[src/rtl/mod_phase_meter.sv]
// mod_phase_meter: measures mod-rise to echo-rise delay in clk cycles and averages 2**AVG_LOG2 samples
module mod_phase_meter #(
   parameter int CNT_W       = 16,
   parameter int TIMEOUT     = 15000,
   parameter int AVG_LOG2    = 2,
   parameter int SYNC_STAGES = 2
) (
   input  logic             clk,
   input  logic             rst,
   input  logic             mod,
   input  logic             echo_in,
   input  logic             res_ready,
   output logic [CNT_W-1:0] res_data,
   output logic             res_valid,
   output logic             res_timeout,
   output logic             busy
);
   typedef enum logic [1:0] {ARMED, COUNT, ACCUM, PRESENT} state_t;
   localparam logic [AVG_LOG2:0] NSAMP = (AVG_LOG2+1)'(1 << AVG_LOG2);
   localparam logic [CNT_W-1:0]  TMAX  = CNT_W'(TIMEOUT);
   state_t                    state, state_nxt;
   logic [SYNC_STAGES-1:0]    sync;
   logic                      echo_s_q, mod_q, flag;
   logic [CNT_W-1:0]          cnt, sample;
   logic [CNT_W+AVG_LOG2-1:0] acc, acc_nxt;
   logic [AVG_LOG2:0]         n, n_inc;
   logic                      mod_rise, echo_rise, expire, full;
   assign busy = state == COUNT;
   always_comb begin
      mod_rise  = mod & ~mod_q;
      echo_rise = sync[SYNC_STAGES-1] & ~echo_s_q;
      // a second mod edge before the echo is a missed echo, same as running out of time
      expire    = (cnt == TMAX) | mod_rise;
      acc_nxt   = acc + (CNT_W+AVG_LOG2)'(sample);
      n_inc     = n + (AVG_LOG2+1)'(1);
      full      = n_inc == NSAMP;
      state_nxt = state;
      case (state)
         ARMED:   state_nxt = mod_rise ? COUNT : ARMED;
         COUNT:   state_nxt = (echo_rise | expire) ? ACCUM : COUNT;
         ACCUM:   state_nxt = full ? PRESENT : ARMED;
         default: state_nxt = res_ready ? ARMED : PRESENT;
      endcase
   end
   always_ff @(posedge clk or negedge rst) begin
      if (!rst) begin
         state       <= ARMED;
         sync        <= '0;
         echo_s_q    <= 1'b0;
         mod_q       <= 1'b0;
         flag        <= 1'b0;
         cnt         <= '0;
         sample      <= '0;
         acc         <= '0;
         n           <= '0;
         res_data    <= '0;
         res_valid   <= 1'b0;
         res_timeout <= 1'b0;
      end else begin
         state    <= state_nxt;
         sync     <= {sync[SYNC_STAGES-2:0], echo_in};
         echo_s_q <= sync[SYNC_STAGES-1];
         mod_q    <= mod;
         case (state)
            ARMED: cnt <= CNT_W'(1);
            COUNT: begin
               cnt    <= cnt + CNT_W'(1);
               sample <= echo_rise ? cnt : TMAX;
               if (!echo_rise && expire) flag <= 1'b1;
            end
            ACCUM: begin
               acc <= acc_nxt;
               n   <= n_inc;
               if (full) begin
                  res_data    <= CNT_W'(acc_nxt >> AVG_LOG2);
                  res_timeout <= flag;
                  res_valid   <= 1'b1;
               end
            end
            default: if (res_ready) begin
               acc       <= '0;
               n         <= '0;
               flag      <= 1'b0;
               res_valid <= 1'b0;
            end
         endcase
      end
   end
endmodule

[config.mk]
export PLATFORM = sky130hd
export DESIGN_NAME = mod_phase_meter
export DESIGN_NICKNAME = d
export VERILOG_FILES = /design/src/rtl/mod_phase_meter.sv
export SDC_FILE = /design/constraint.sdc
export NUM_CORES = 1
export LEC_CHECK = 0
export ABC_AREA = 1
export CORE_AREA = 2 2 106 77
export DETAILED_ROUTE_END_ITERATION = 10
export DIE_AREA = 0 0 108 79
export DONT_BUFFER_PORTS = 1
export PLACE_DENSITY_LB_ADDON = 0.15
export RECOVER_POWER = 50
export SLEW_MARGIN = 20
export SYNTH_ARGS = -nofsm -noshare
export SYNTH_HDL_FRONTEND = slang
export SYNTH_SLANG_ARGS = --single-unit
export TNS_END_PERCENT = 5
[constraint.sdc]
create_clock -name clk -period 1.9 [get_ports clk]
set_clock_uncertainty 0.15 [all_clocks]
set_input_delay 0.095 -clock clk [delete_from_list [all_inputs] [get_ports clk]]
set_output_delay 0.095 -clock clk [all_outputs]
set_load 0.02 [all_outputs]
### Yosys cells after proc, flatten, opt, wreduce, memory -nomap -nowiden

Cells that the tools add are included.

| cells by class | value |
|---|---|
| muxes and demuxes | 16 |
| bitwise gates (word level) | 8 |
| equality and inequality tests | 6 |
| multipliers | 0 |
| divide/modulo/power cells | 0 |
| $lt $le $gt $ge | 0 |
| reductions and logical operators | 12 |
| shift operators | 0 |
| add/subtract/negate cells | 3 |

Operators with widths:

| kind | number |
|---|---|
| $pmux W18 S2 | 1 |
| $pmux W16 S2 | 1 |
| $add A18 B16 Y18 | 1 |
| $mux W18 | 1 |
| $add A16 B1 Y16 const B | 1 |
| $eq A16 B14 Y1 const B | 1 |
| $mux W16 | 1 |
| $mux W2 | 3 |
| $pmux W2 S3 | 1 |
| $pmux W3 S2 | 1 |
| $reduce_and A3 Y1 | 2 |
| $reduce_bool A2 Y1 | 3 |
| $mux W1 | 4 |
| $not A1 Y1 | 4 |
| $pmux W1 S2 | 2 |
| $reduce_and A2 Y1 | 2 |
| $reduce_or A2 Y1 | 2 |
| $add A3 B1 Y3 const B | 1 |
| $eq A3 B3 Y1 const B | 1 |
| $mux W3 | 1 |
| $and A1 B1 Y1 | 2 |
| $eq A2 B1 Y1 const B | 1 |
| $eq A2 B2 Y1 const B | 1 |
| $logic_not A2 Y1 | 1 |
| 5 further kinds | 6 |

| storage, ports and cells | value |
|---|---|
| memory bits (writable) | 0 |
| logic and storage cells | 57 |
| output and inout port bits | 19 |
| memories | 0 |
| latch bits | 0 |
| input bits | 5 |
| ROM bits | 0 |
| bits in registers | 78 |

### Longest topological paths before layout

Gate-level depths: netlist (run 1).

| depth | value |
|---|---|
| depth after elaboration | 6 |
| gate-level depth with buffers | 12 |
| mapped depth without buffers | 12 |

### Least setup slack after synthesis (run 1)

OpenSTA, ideal clock, no wires.

| path | value |
|---|---|
| path type | register -> register |
| start point | reg sample[0] |
| end point | reg acc[14] |
| path slack | -0.003 ns |
| clock period less this slack | 1.903 ns |
| arrival | 1.635 ns |
| cell stages (with the launch flop) | 11 |
| library setup time | 0.117 ns |
| required time | 1.633 ns |
| path buffers | 0 |
| cell sequence | dfrtp_1 ha_1 fa_1 nand3_1 nand2_1 nand2_1 nand3_1 nand2_1 nand3_1 nand3_1 nand2_1 |

| between the ends | value |
|---|---|
| longest elaborated chain between the ends | 2 |

Ends and longest elaborated chain:

| what | line | RTL |
|---|---|---|
| start: declaration | 24 | `logic [CNT_W-1:0] cnt, sample;` |
| start signal: assignment | 68 | `sample <= echo_rise ? cnt : TMAX;` |
| $add A18 B16 Y18 | 34 | `acc_nxt = acc + (CNT_W+AVG_LOG2)'(sample);` |
| $pmux W18 S2 | 64 | `case (state)` |
| end signal: assignment | 72 | `acc <= acc_nxt;` |
| end: declaration | 25 | `logic [CNT_W+AVG_LOG2-1:0] acc, acc_nxt;` |

Every way passes these cells.
A chain may end at the register's enable or synchronous reset.

### Worst setup path after layout (run 1)

| path | value |
|---|---|
| start point | reg acc[0] |
| end point | reg res_data[8] |

| between the ends | value |
|---|---|
| longest elaborated chain between the ends | 1 |

Ends and longest elaborated chain:

| what | line | RTL |
|---|---|---|
| $add A18 B16 Y18 | 34 |  |
| end signal: assignment | 75 | `res_data <= CNT_W'(acc_nxt >> AVG_LOG2);` |
| end: declaration | 13 | `output logic [CNT_W-1:0] res_data,` |

Every way passes these cells.

==> flow_summary.json, run 1 <==
{
  "outcome": "finished, violations left",
  "violations": "negative hold slack, negative setup slack",
  "end_kind": "flop",
  "postLayoutCoreUtil_pct": 63.4,
  "cts_root_buffer": "clkbuf_8",
  "track_usage_pct": 25.1,
  "pre_cts_slack_ns": -0.115,
  "wire_per_inst_um": 15.5,
  "antenna_found_initial": 0,
  "ir_worst_vdd_mv": 0.842,
  "synth_fa_ha_area_share_pct": 6.55,
  "synth_top_cell_area_share_pct": 47.3,
  "final_area_mm2": 0.00482,
  "multi_input_area_mm2": 0.00214,
  "numCtsBuffers": 9,
  "synth_nets": 537,
  "tightestPinTransition_ns": 0.527,
  "max_freq_mhz": 523,
  "grt_overflow": 0,
  "area_growth_pct": 16.8,
  "drtAntennaViolNets": 0,
  "clock_path_buffers": 2,
  "synth-edff-count": 0,
  "final.fill_count": 672,
  "clkSinkCount": 78,
  "slew_viol_final": 0,
  "synth_simple_gate_area_share_pct": 28.1,
  "setup_ws_ns": -0.0131,
  "crit_chain": "ha_2 -> fa_2 -> nand3_2 -> nand2_4 -> nand2_4 -> nand3_4 -> nand2_2 -> nand2_1 -> nand2_1 -> nand3_1 -> nand2_1",
  "worst_path_most_repeated_cell": "nand2_1",
  "yosys-top-cells-area": "dfrtp_1 (47%), nand2_1 (15%), ha_1 (6.1%)",
  "clock_latency_ns": 0.35,
  "cts_hold_repair.buffers": 3,
  "synth_top_family_by_area": "simple AND/OR/NAND/NOR gates",
  "syn_area_mm2": 0.00413,
  "layout-drive-gt1-share_pct": 16.1,
  "via_per_inst": 5.46,
  "grt_setup_unrepaired": "yes",
  "finalNonFillerCells": 641,
  "syn_avg_cell_area_um2": 8.07,
  "hold_violations": 78,
  "regArea_mm2": 0.00195,
  "leakage_nw": 2.37,
  "path_class": "flop to flop",
  "vias": 3500,
  "synth_largest_area_cell": "dfrtp_1",
  "grt_pass1_wl_mm": 16.4,
  "setup_viol": 3,
  "row_count": 27,
  "synthMostInstantiatedCell": "nand2_1",
  "diodes": 0,
  "first_pass_iters": 5,
  "required_ns": 2.04,
  "path_clk_slew_ns": 0.08,
  "grt_pass1_vias": 3379,
  "synthFlopType": "dfrtp_1",
  "die_w_um": 108,
  "synthArstFlopShare_pct": 100,
  "dieHeight_um": 79,
  "final_nets": 562,
  "dpl.hpwl_mm": 6.97,
  "placed_area_mm2": 0.00435,
  "synth_xor_area_share_pct": 1.70,
  "fin_crit_sh_pct": 101,
  "synth_compound_area_share_pct": 10.1,
  "initial_core_util_pct": 54.3,
  "whs_ns": -0.719,
  "min_path_type": "input port to async pin",
  "cp_slowest_cell": "dfrtp_1",
  "fin_crit_ns": 1.91,
  "die_area_mm2": 0.00853,
  "post_synth_num_cell_types": 36,
  "grt_start_max_net_pins": 79,
  "cpPeakStageDelay_ns": 0.39,
  "max-cap-violations": 0,
  "port_buffers": 0,
  "crit_fanout": 3,
  "drc": 0,
  "core_area_mm2": 0.00760,
  "max_slew_margin_pct": 64.5,
  "initialDrtViolationCount": 261,
  "ios": 24,
  "synth_mux_area_share_pct": 0,
  "cts_max_level": 3,
  "ys_seq_elements": 78,
  "power_density_mw_per_mm2": 1410,
  "wirelength_mm": 9.93,
  "yosysWarnings": 0,
  "gp_congestion": 1.01,
  "start_kind": "flop",
  "syn_inst": 511,
  "worstPathArrival_ns": 2.05,
  "synth_seq_area_share_pct": 47.3,
  "place_inst": 622,
  "synth_common_cells": "nand2_1 (160), dfrtp_1 (78), inv_1 (52)",
  "cts_tree": "done"
}
final timing paths:
kind	start	to	slack [ns]	cells past startpoint
min in group clk	echo_in	sync[0]$_DFF_PN0_	0.16	1
max in group asynchronous	rst	cnt[10]$_DFFE_PN0N_	2.20	0
min reg2reg	sync[0]$_DFF_PN0_	sync[1]$_DFF_PN0_	0.21	0
max reg2reg	acc[0]$_DFFE_PN0P_	res_data[8]$_DFFE_PN0P_	-0.01	11
min	rst	cnt[3]$_DFFE_PN0N_	-0.72	0
max	acc[0]$_DFFE_PN0P_	res_data[8]$_DFFE_PN0P_	-0.01	11
metal layers:
layer | up-vias | share of wire, % | global-route usage [%]
li1 | 1721 | - | -
met1 | 1671 | 48 | 36.6
met2 | 98 | 44 | 37.1
met3 | 10 | 6.5 | 6.49
met4 | 0 | 1.2 | 6.92
met5 | - | 0 | 0
kinds of logic (layout without fill, tap and decap cells):
logic type	after synthesis	count (layout)
compound gates	75	75
xor+xnor	8	8
fa+ha+maj	21	21
buf+inv	64	93
flops	78	78
simple gates	265	265
flip-flops by register name (all words and copies together), names as in the netlist:
name,flops
n,3
res_data,16
flag,1
res_valid,1
mod_q,1
res_timeout,1
sync,2
sample,16
state,2
cnt,16
acc,18
echo_s_q,1
power breakdown:
| group | switching (mW) | internal (mW) | total (mW) |
|---|---|---|---|
| logic | 1.64 | 1.13 | 2.77 |
| clock network | 0.600 | 0.773 | 1.37 |
| registers | 0.561 | 2.11 | 2.67 |
area by class of cell:
| class | count | share of cell area, % |
|---|---|---|
| flip-flops and latches | 78 | 40.5 |
| well taps | 101 | 2.62 |
| clock buffers | 12 | 3.01 |
| repair buffers | 23 | 3.74 |
| multi-input cells | 369 | 44.4 |
| inverters | 55 | 4.28 |
| clock inverters | 3 | 1.43 |
worst max-delay path: cells and delay by family, from the launching register on:
kind	cells	cell delay [ns]
adders and majority gates	2	0.60
and+or+nand+nor	9	0.70
DFF	1	0.39
layout by cell type (no fill, tap or decap), types with 5 or more instances in the layout:
master / netlist / final
nand2_2: 2 / 12
nand3b_1: 7 / 7
nand3_2: 0 / 5
clkbuf_8: 0 / 10
a21oi_1: 26 / 19
nand3_1: 41 / 35
nand4_1: 7 / 7
buf_4: 0 / 20
a21oi_2: 0 / 7
nor3_1: 8 / 6
o21ai_0: 37 / 35
nor2_1: 29 / 29
ha_4: 0 / 7
inv_1: 52 / 52
dfrtp_1: 78 / 78
ha_1: 20 / 11
nand2_1: 160 / 147
timing repair:
| item | 4_1_cts | 5_1_grt |
|---|---|---|
| buffers inserted | 0 | 1 |
| pin swaps | 0 | 15 |
| resized for setup | 9 | 36 |
| endpoints found under the setup margin | 17 | 26 |
| endpoints found under the hold margin | 86 | 78 |
metrics by stage:
| step | hold slack, ns | power [mW] | setup TNS [ns] |
|---|---|---|---|
| after floorplan | -0.351 | 4.34 | 0 |
| after global placement | -0.348 | 5.00 | -0.115 |
| after detailed placement | -0.347 | 5.08 | -0.981 |
| after CTS | -0.732 | 6.49 | -0.0337 |
| after global routing | -0.739 | 7.32 | -1.32 |
| final | -0.719 | 6.81 | -0.0323 |
Power figures use the tool's default switching activity.
==> run 2, diff against run 1 <==
SKIP_LAST_GASP = 1   (was unset)
==> run 2 against run 1 <==
The run still ends with negative hold slack, negative setup slack left; sequential power is essentially flat; via count grew 0.89%; non-clock buffer count is the same; wire length shrank 0.10%; critical endpoint is now res_data[10]$_DFFE_PN0P_.
==> flow_summary.json, run 2 (synthesis results as in run 1) <==
{
  "outcome": "finished, violations left",
  "violations": "negative hold slack, negative setup slack",
  "clkSinkCount": 78,
  "die_area_mm2": 0.00853,
  "largest-register": "acc",
  "antenna_found_initial": 0,
  "track_usage_pct": 25.1,
  "fin_crit_ns": 1.91,
  "wl_met2_mm": 4.36,
  "cts_tree": "done",
  "gp_congestion": 1.01,
  "dieHeight_um": 79,
  "drt-met1-wl_mm": 4.90,
  "path_clk_slew_ns": 0.08,
  "mostFrequentLayoutCells": "nand2_1 (149), dfrtp_1 (78), inv_1 (52), nand3_1 (35), o21ai_0 (35)",
  "setup_viol": 5,
  "grt_setup_unrepaired": "yes",
  "via_per_inst": 5.51,
  "core_area_mm2": 0.00760,
  "r2r_start": "acc[0]$_DFFE_PN0P_",
  "final_nets": 562,
  "cts_root_buffer": "clkbuf_8",
  "fin_crit_sh_pct": 100,
  "layout-drive-gt1-share_pct": 15.2,
  "grt_overflow": 0,
  "hold_violations": 78,
  "first_pass_iters": 5,
  "vias": 3531,
  "totalPowerFinal_mw": 6.77,
  "grt_pass1_vias": 3374,
  "port_buffers": 0,
  "max_slew_margin_pct": 66.5,
  "wire_per_inst_um": 15.5,
  "ios": 24,
  "max-cap-violations": 0,
  "end_kind": "flop",
  "leakage_nw": 2.36,
  "cts_hold_repair.buffers": 3,
  "path_class": "flop to flop",
  "r2r_cells": 10,
  "largest_reg_flops": 18,
  "clock_latency_ns": 0.35,
  "required_ns": 2.00,
  "ir_worst_vdd_mv": 0.845,
  "grt_pass1_wl_mm": 16.4,
  "worstPathArrival_ns": 2.00,
  "final.fill_count": 679,
  "power_density_mw_per_mm2": 1410,
  "numCtsBuffers": 9,
  "initialDrtViolationCount": 233,
  "crit_path_start": "acc[0]$_DFFE_PN0P_",
  "slew_viol_final": 0,
  "clock_path_buffers": 2,
  "min_path_type": "input port to async pin",
  "drc": 0,
  "crit_end": "res_data[10]$_DFFE_PN0P_",
  "grt_start_max_net_pins": 79,
  "row_count": 27,
  "reg2reg_slack_ns": -0.005,
  "wl_met3_um": 536,
  "r2r-end": "res_data[10]$_DFFE_PN0P_",
  "drtAntennaViolNets": 0,
  "tightestPinTransition_ns": 0.497,
  "layout_commonest_cell": "nand2_1",
  "area_growth_pct": 16.1,
  "wirelength_mm": 9.92,
  "initial_core_util_pct": 54.3,
  "diodes": 0,
  "start_kind": "flop",
  "cts_max_level": 3,
  "dpl.hpwl_mm": 6.97,
  "max_freq_mhz": 525,
  "crit_fanout": 3,
  "setup_ws_ns": -0.00510,
  "whs_ns": -0.718,
  "die_w_um": 108,
  "top_layer": "met4"
}
==> run 2: cell counts in the layout (fill, tap and decap cells not counted) <==
Identical to the previous run, type by type.
==> run 2: per-layer routing <==
metal,GRT usage [%],vias to the layer above
li1,-,1723
met1,36.5,1703
met2,37.1,93
met3,6.49,12
met4,6.92,0
met5,0,-
==> run 2: worst min path at each step <==
stage,start,endpoint,slack [ns]
final,rst,cnt[3]$_DFFE_PN0N_,-0.72
after CTS,rst,res_data[9]$_DFFE_PN0P_,-0.73
after global routing,rst,cnt[5]$_DFFE_PN0N_,-0.74
after global placement,rst,cnt[3]$_DFFE_PN0N_,-0.35
after detailed placement,rst,cnt[3]$_DFFE_PN0N_,-0.35
after floorplan,rst,acc[0]$_DFFE_PN0P_,-0.35
==> run 2: per-stage QoR <==
stage	cell area [um2]	std cells	worst slack, ns	utilization [%]	TNS [ns]
finish	4790	641	-0.00510	63.0	-0.0169
global route	4790	641	-0.101	63.0	-1.56
CTS	4610	640	-0.0167	60.7	-0.0437
detailed placement	4350	622	-0.115	57.2	-0.981
global placement	4350	622	-0.0266	57.2	-0.115
floorplan	4130	511	0.0476	-	0
==> run 2: layout make-up <==
type / count / area (um2) / area share, %
clock inverters: 3 / 68.8 / 1.44
repair buffers: 23 / 180 / 3.76
inverters: 55 / 206 / 4.31
multi-input cells: 369 / 2110 / 44.1
flip-flops and latches: 78 / 1950 / 40.8
clock buffers: 12 / 145 / 3.03
well taps: 101 / 126 / 2.64
==> run 2: report_power, final <==
group / total [mW] / internal [mW] / switching [mW]
logic: 2.73 / 1.10 / 1.63
clock network: 1.37 / 0.773 / 0.601
registers: 2.66 / 2.11 / 0.556
==> run 2: worst max-delay path: stages (launching register included) <==
cell and delay, ns:
dfrtp_1 0.39, ha_2 0.21, fa_2 0.39, nand3_2 0.10, nand2_4 0.07, nand3_2 0.08, nand2_4 0.08, nand2_2 0.08
nand3b_1 0.10, nand3_1 0.09, nand2_1 0.05
==> run 2: what timing repair did <==
action                                  in CTS  in global routing
endpoints found under the setup margin      17                 26
buffers inserted                             0                  1
hold endpoints to repair                    86                 78
pin swaps                                    0                 12
cloned                                       0                  0
resized for setup                            7                 33
==> run 3, diff against run 2 <==
GPL_TIMING_DRIVEN = 0   (was unset)
RECOVER_POWER = 100   (was 50)
==> run 3 against run 2 <==
The flow still finishes with violations (negative hold slack, negative setup slack); register-to-register slack got worse by 0.08 ns; critical path depth unchanged; first-iteration DRC count rose by 15%; power fell by 2.9%; sequential power barely moved; cell area down 2.9%; wire length fell by 0.39%; die area is the same; count of clock-buffer cells in the layout down 2; critical endpoint is now res_data[8]$_DFFE_PN0P_.
==> flow_summary.json, run 3 (synthesis results as in run 1) <==
{
  "clkSinkCount": 78,
  "mostFrequentLayoutCells": "nand2_1 (153), dfrtp_1 (78), inv_1 (53), nand3_1 (36), o21ai_0 (36)",
  "grt_pass1_vias": 3198,
  "whs_ns": -0.725,
  "grt_pass1_wl_mm": 16.1,
  "core_area_mm2": 0.00760,
  "path_buf_inv": 0,
  "max_freq_mhz": 504,
  "wirelength_mm": 9.88,
  "finalNonFillerCells": 636,
  "p_sw_mw": 2.77,
  "die_area_mm2": 0.00853,
  "end_kind": "flop",
  "cts_root_buffer": "clkbuf_8",
  "final_nets": 556,
  "clock_path_buffers": 2,
  "min_path_type": "input port to async pin",
  "ios": 24,
  "largest-register": "acc",
  "seqPwrFrac_pct": 40.0,
  "gp_congestion": 0.948,
  "grt_start_max_net_pins": 79,
  "row_count": 27,
  "wire_per_inst_um": 15.5,
  "initialDrtViolationCount": 268,
  "dpl.hpwl_mm": 7.12,
  "dieHeight_um": 79,
  "power_density_mw_per_mm2": 1410,
  "p_int_mw": 3.80,
  "cts_max_level": 3,
  "required_ns": 2.00,
  "grt_overflow": 0,
  "cpPeakStageDelay_ns": 0.42,
  "place_inst": 612,
  "largest_reg_flops": 18,
  "grt_setup_unrepaired": "yes",
  "tightestPinTransition_ns": 0.453,
  "crit_chain": "ha_4 -> fa_2 -> nand3_2 -> nand2_4 -> nand2_1 -> nand3_4 -> nand2_2 -> nand3b_1 -> nand3_2 -> nand2_1",
  "p_sw_share_pct": 42.2,
  "crit_family": "simple AND/OR/NAND/NOR gates",
  "max_slew_margin_pct": 69.5,
  "crit_fanout": 3,
  "postLayoutCoreUtil_pct": 61.2,
  "setup_viol": 12,
  "track_usage_pct": 24.9,
  "diodes": 0,
  "clock_latency_ns": 0.35,
  "cts_tree": "done",
  "power_frac_comb_pct": 37.9,
  "fin_crit_ns": 1.99,
  "port_buffers": 0,
  "fin_crit_sh_pct": 104,
  "max-cap-violations": 0,
  "numCtsBuffers": 9,
  "regArea_mm2": 0.00195,
  "drc": 0,
  "area_growth_pct": 12.7,
  "final.fill_count": 672,
  "path_clk_slew_ns": 0.09,
  "multi_input_area_mm2": 0.00201,
  "layout-drive-gt1-share_pct": 10.8,
  "outcome": "finished, violations left",
  "layout_commonest_cell": "nand2_1",
  "tns_ns": -0.569,
  "drtAntennaViolNets": 0,
  "path_class": "flop to flop",
  "cts_hold_repair.buffers": 3,
  "vias": 3476,
  "leakage_nw": 2.33,
  "clockPowerShare_pct": 22.1,
  "final_area_mm2": 0.00465,
  "hold_violations": 78,
  "violations": "negative hold slack, negative setup slack",
  "slew_viol_final": 0,
  "placed_area_mm2": 0.00425,
  "die_w_um": 108,
  "initial_core_util_pct": 54.3,
  "via_per_inst": 5.47,
  "setup_ws_ns": -0.0853,
  "start_kind": "flop",
  "worstPathArrival_ns": 2.08,
  "cp_slowest_cell": "dfrtp_1",
  "antenna_found_initial": 0,
  "first_pass_iters": 5,
  "ir_worst_vdd_mv": 0.725
}
run 3: changes by cell type in the layout (fill, tap and decap cells not counted), sizes merged:
cell / previous run / this run
inv: 55 / 56
clkbuf: 12 / 16
buf: 20 / 8
clkinv: 1 / 3
run 3: worst paths after layout:
kind / start / end / slack (ns) / cells after the start
min in group clk: echo_in / sync[0]$_DFF_PN0_ / 0.15 / 1
max reg2reg: acc[0]$_DFFE_PN0P_ / res_data[8]$_DFFE_PN0P_ / -0.09 / 10
max: acc[0]$_DFFE_PN0P_ / res_data[8]$_DFFE_PN0P_ / -0.09 / 10
max in group asynchronous: rst / mod_q$_DFF_PN0_ / 2.22 / 0
min: rst / cnt[3]$_DFFE_PN0N_ / -0.73 / 0
min reg2reg: sync[0]$_DFF_PN0_ / sync[1]$_DFF_PN0_ / 0.21 / 0
run 3: timing repair:
item,4_1_cts,5_1_grt
setup endpoints to repair,25,58
endpoints found under the hold margin,86,78
pin swaps,0,6
buffers inserted,0,5
resized for setup,4,21
run 3: power groups by stage:
stage / registers, mW / logic [mW] / clock network [mW]
after global placement: 2.64 / 2.22 / 0
final: 2.63 / 2.49 / 1.45
after floorplan: 2.55 / 1.79 / 0
after detailed placement: 2.65 / 2.29 / 0
after CTS: 2.63 / 2.31 / 1.47
after global routing: 2.69 / 2.82 / 1.54
run 3: metal layers:
layer	global-route usage, %	part of all wire (%)	vias to the layer above
met5	0	0	-
met4	5.90	0.95	0
met3	5.67	5.7	10
met2	35.3	42	95
met1	38.7	51	1657
li1	-	-	1714
run 3: worst reg2reg max path, cell delays in order (launching register included):
cell      delay, ns
dfrtp_1        0.42
ha_4           0.18
fa_2           0.37
nand3_2        0.11
nand2_4        0.07
nand2_1        0.11
nand3_4        0.10
nand2_2        0.08
nand3b_1       0.12
nand3_2        0.12
nand2_1        0.06
run 3: area by class of cell:
type / count / share of cell area, %
Timing Repair Buffer: 8 / 1.45
Inverter: 55 / 4.44
Clock inverter: 6 / 2.02
Clock buffer: 10 / 2.96
Buffer: 9 / 1.16
Sequential cell: 78 / 42.0
Tap cell: 101 / 2.72
Multi-Input combinational cell: 369 / 43.3
run 3: through the flow:
| step | setup slack [ns] | power [mW] |
|---|---|---|
| 2_1_floorplan | 0.0476 | 4.34 |
| 3_3_place_gp | -0.239 | 4.86 |
| 3_5_place_dp | -0.267 | 4.94 |
| 4_1_cts | -0.132 | 6.41 |
| 5_1_grt | -0.209 | 7.04 |
| 6_report | -0.0853 | 6.57 |
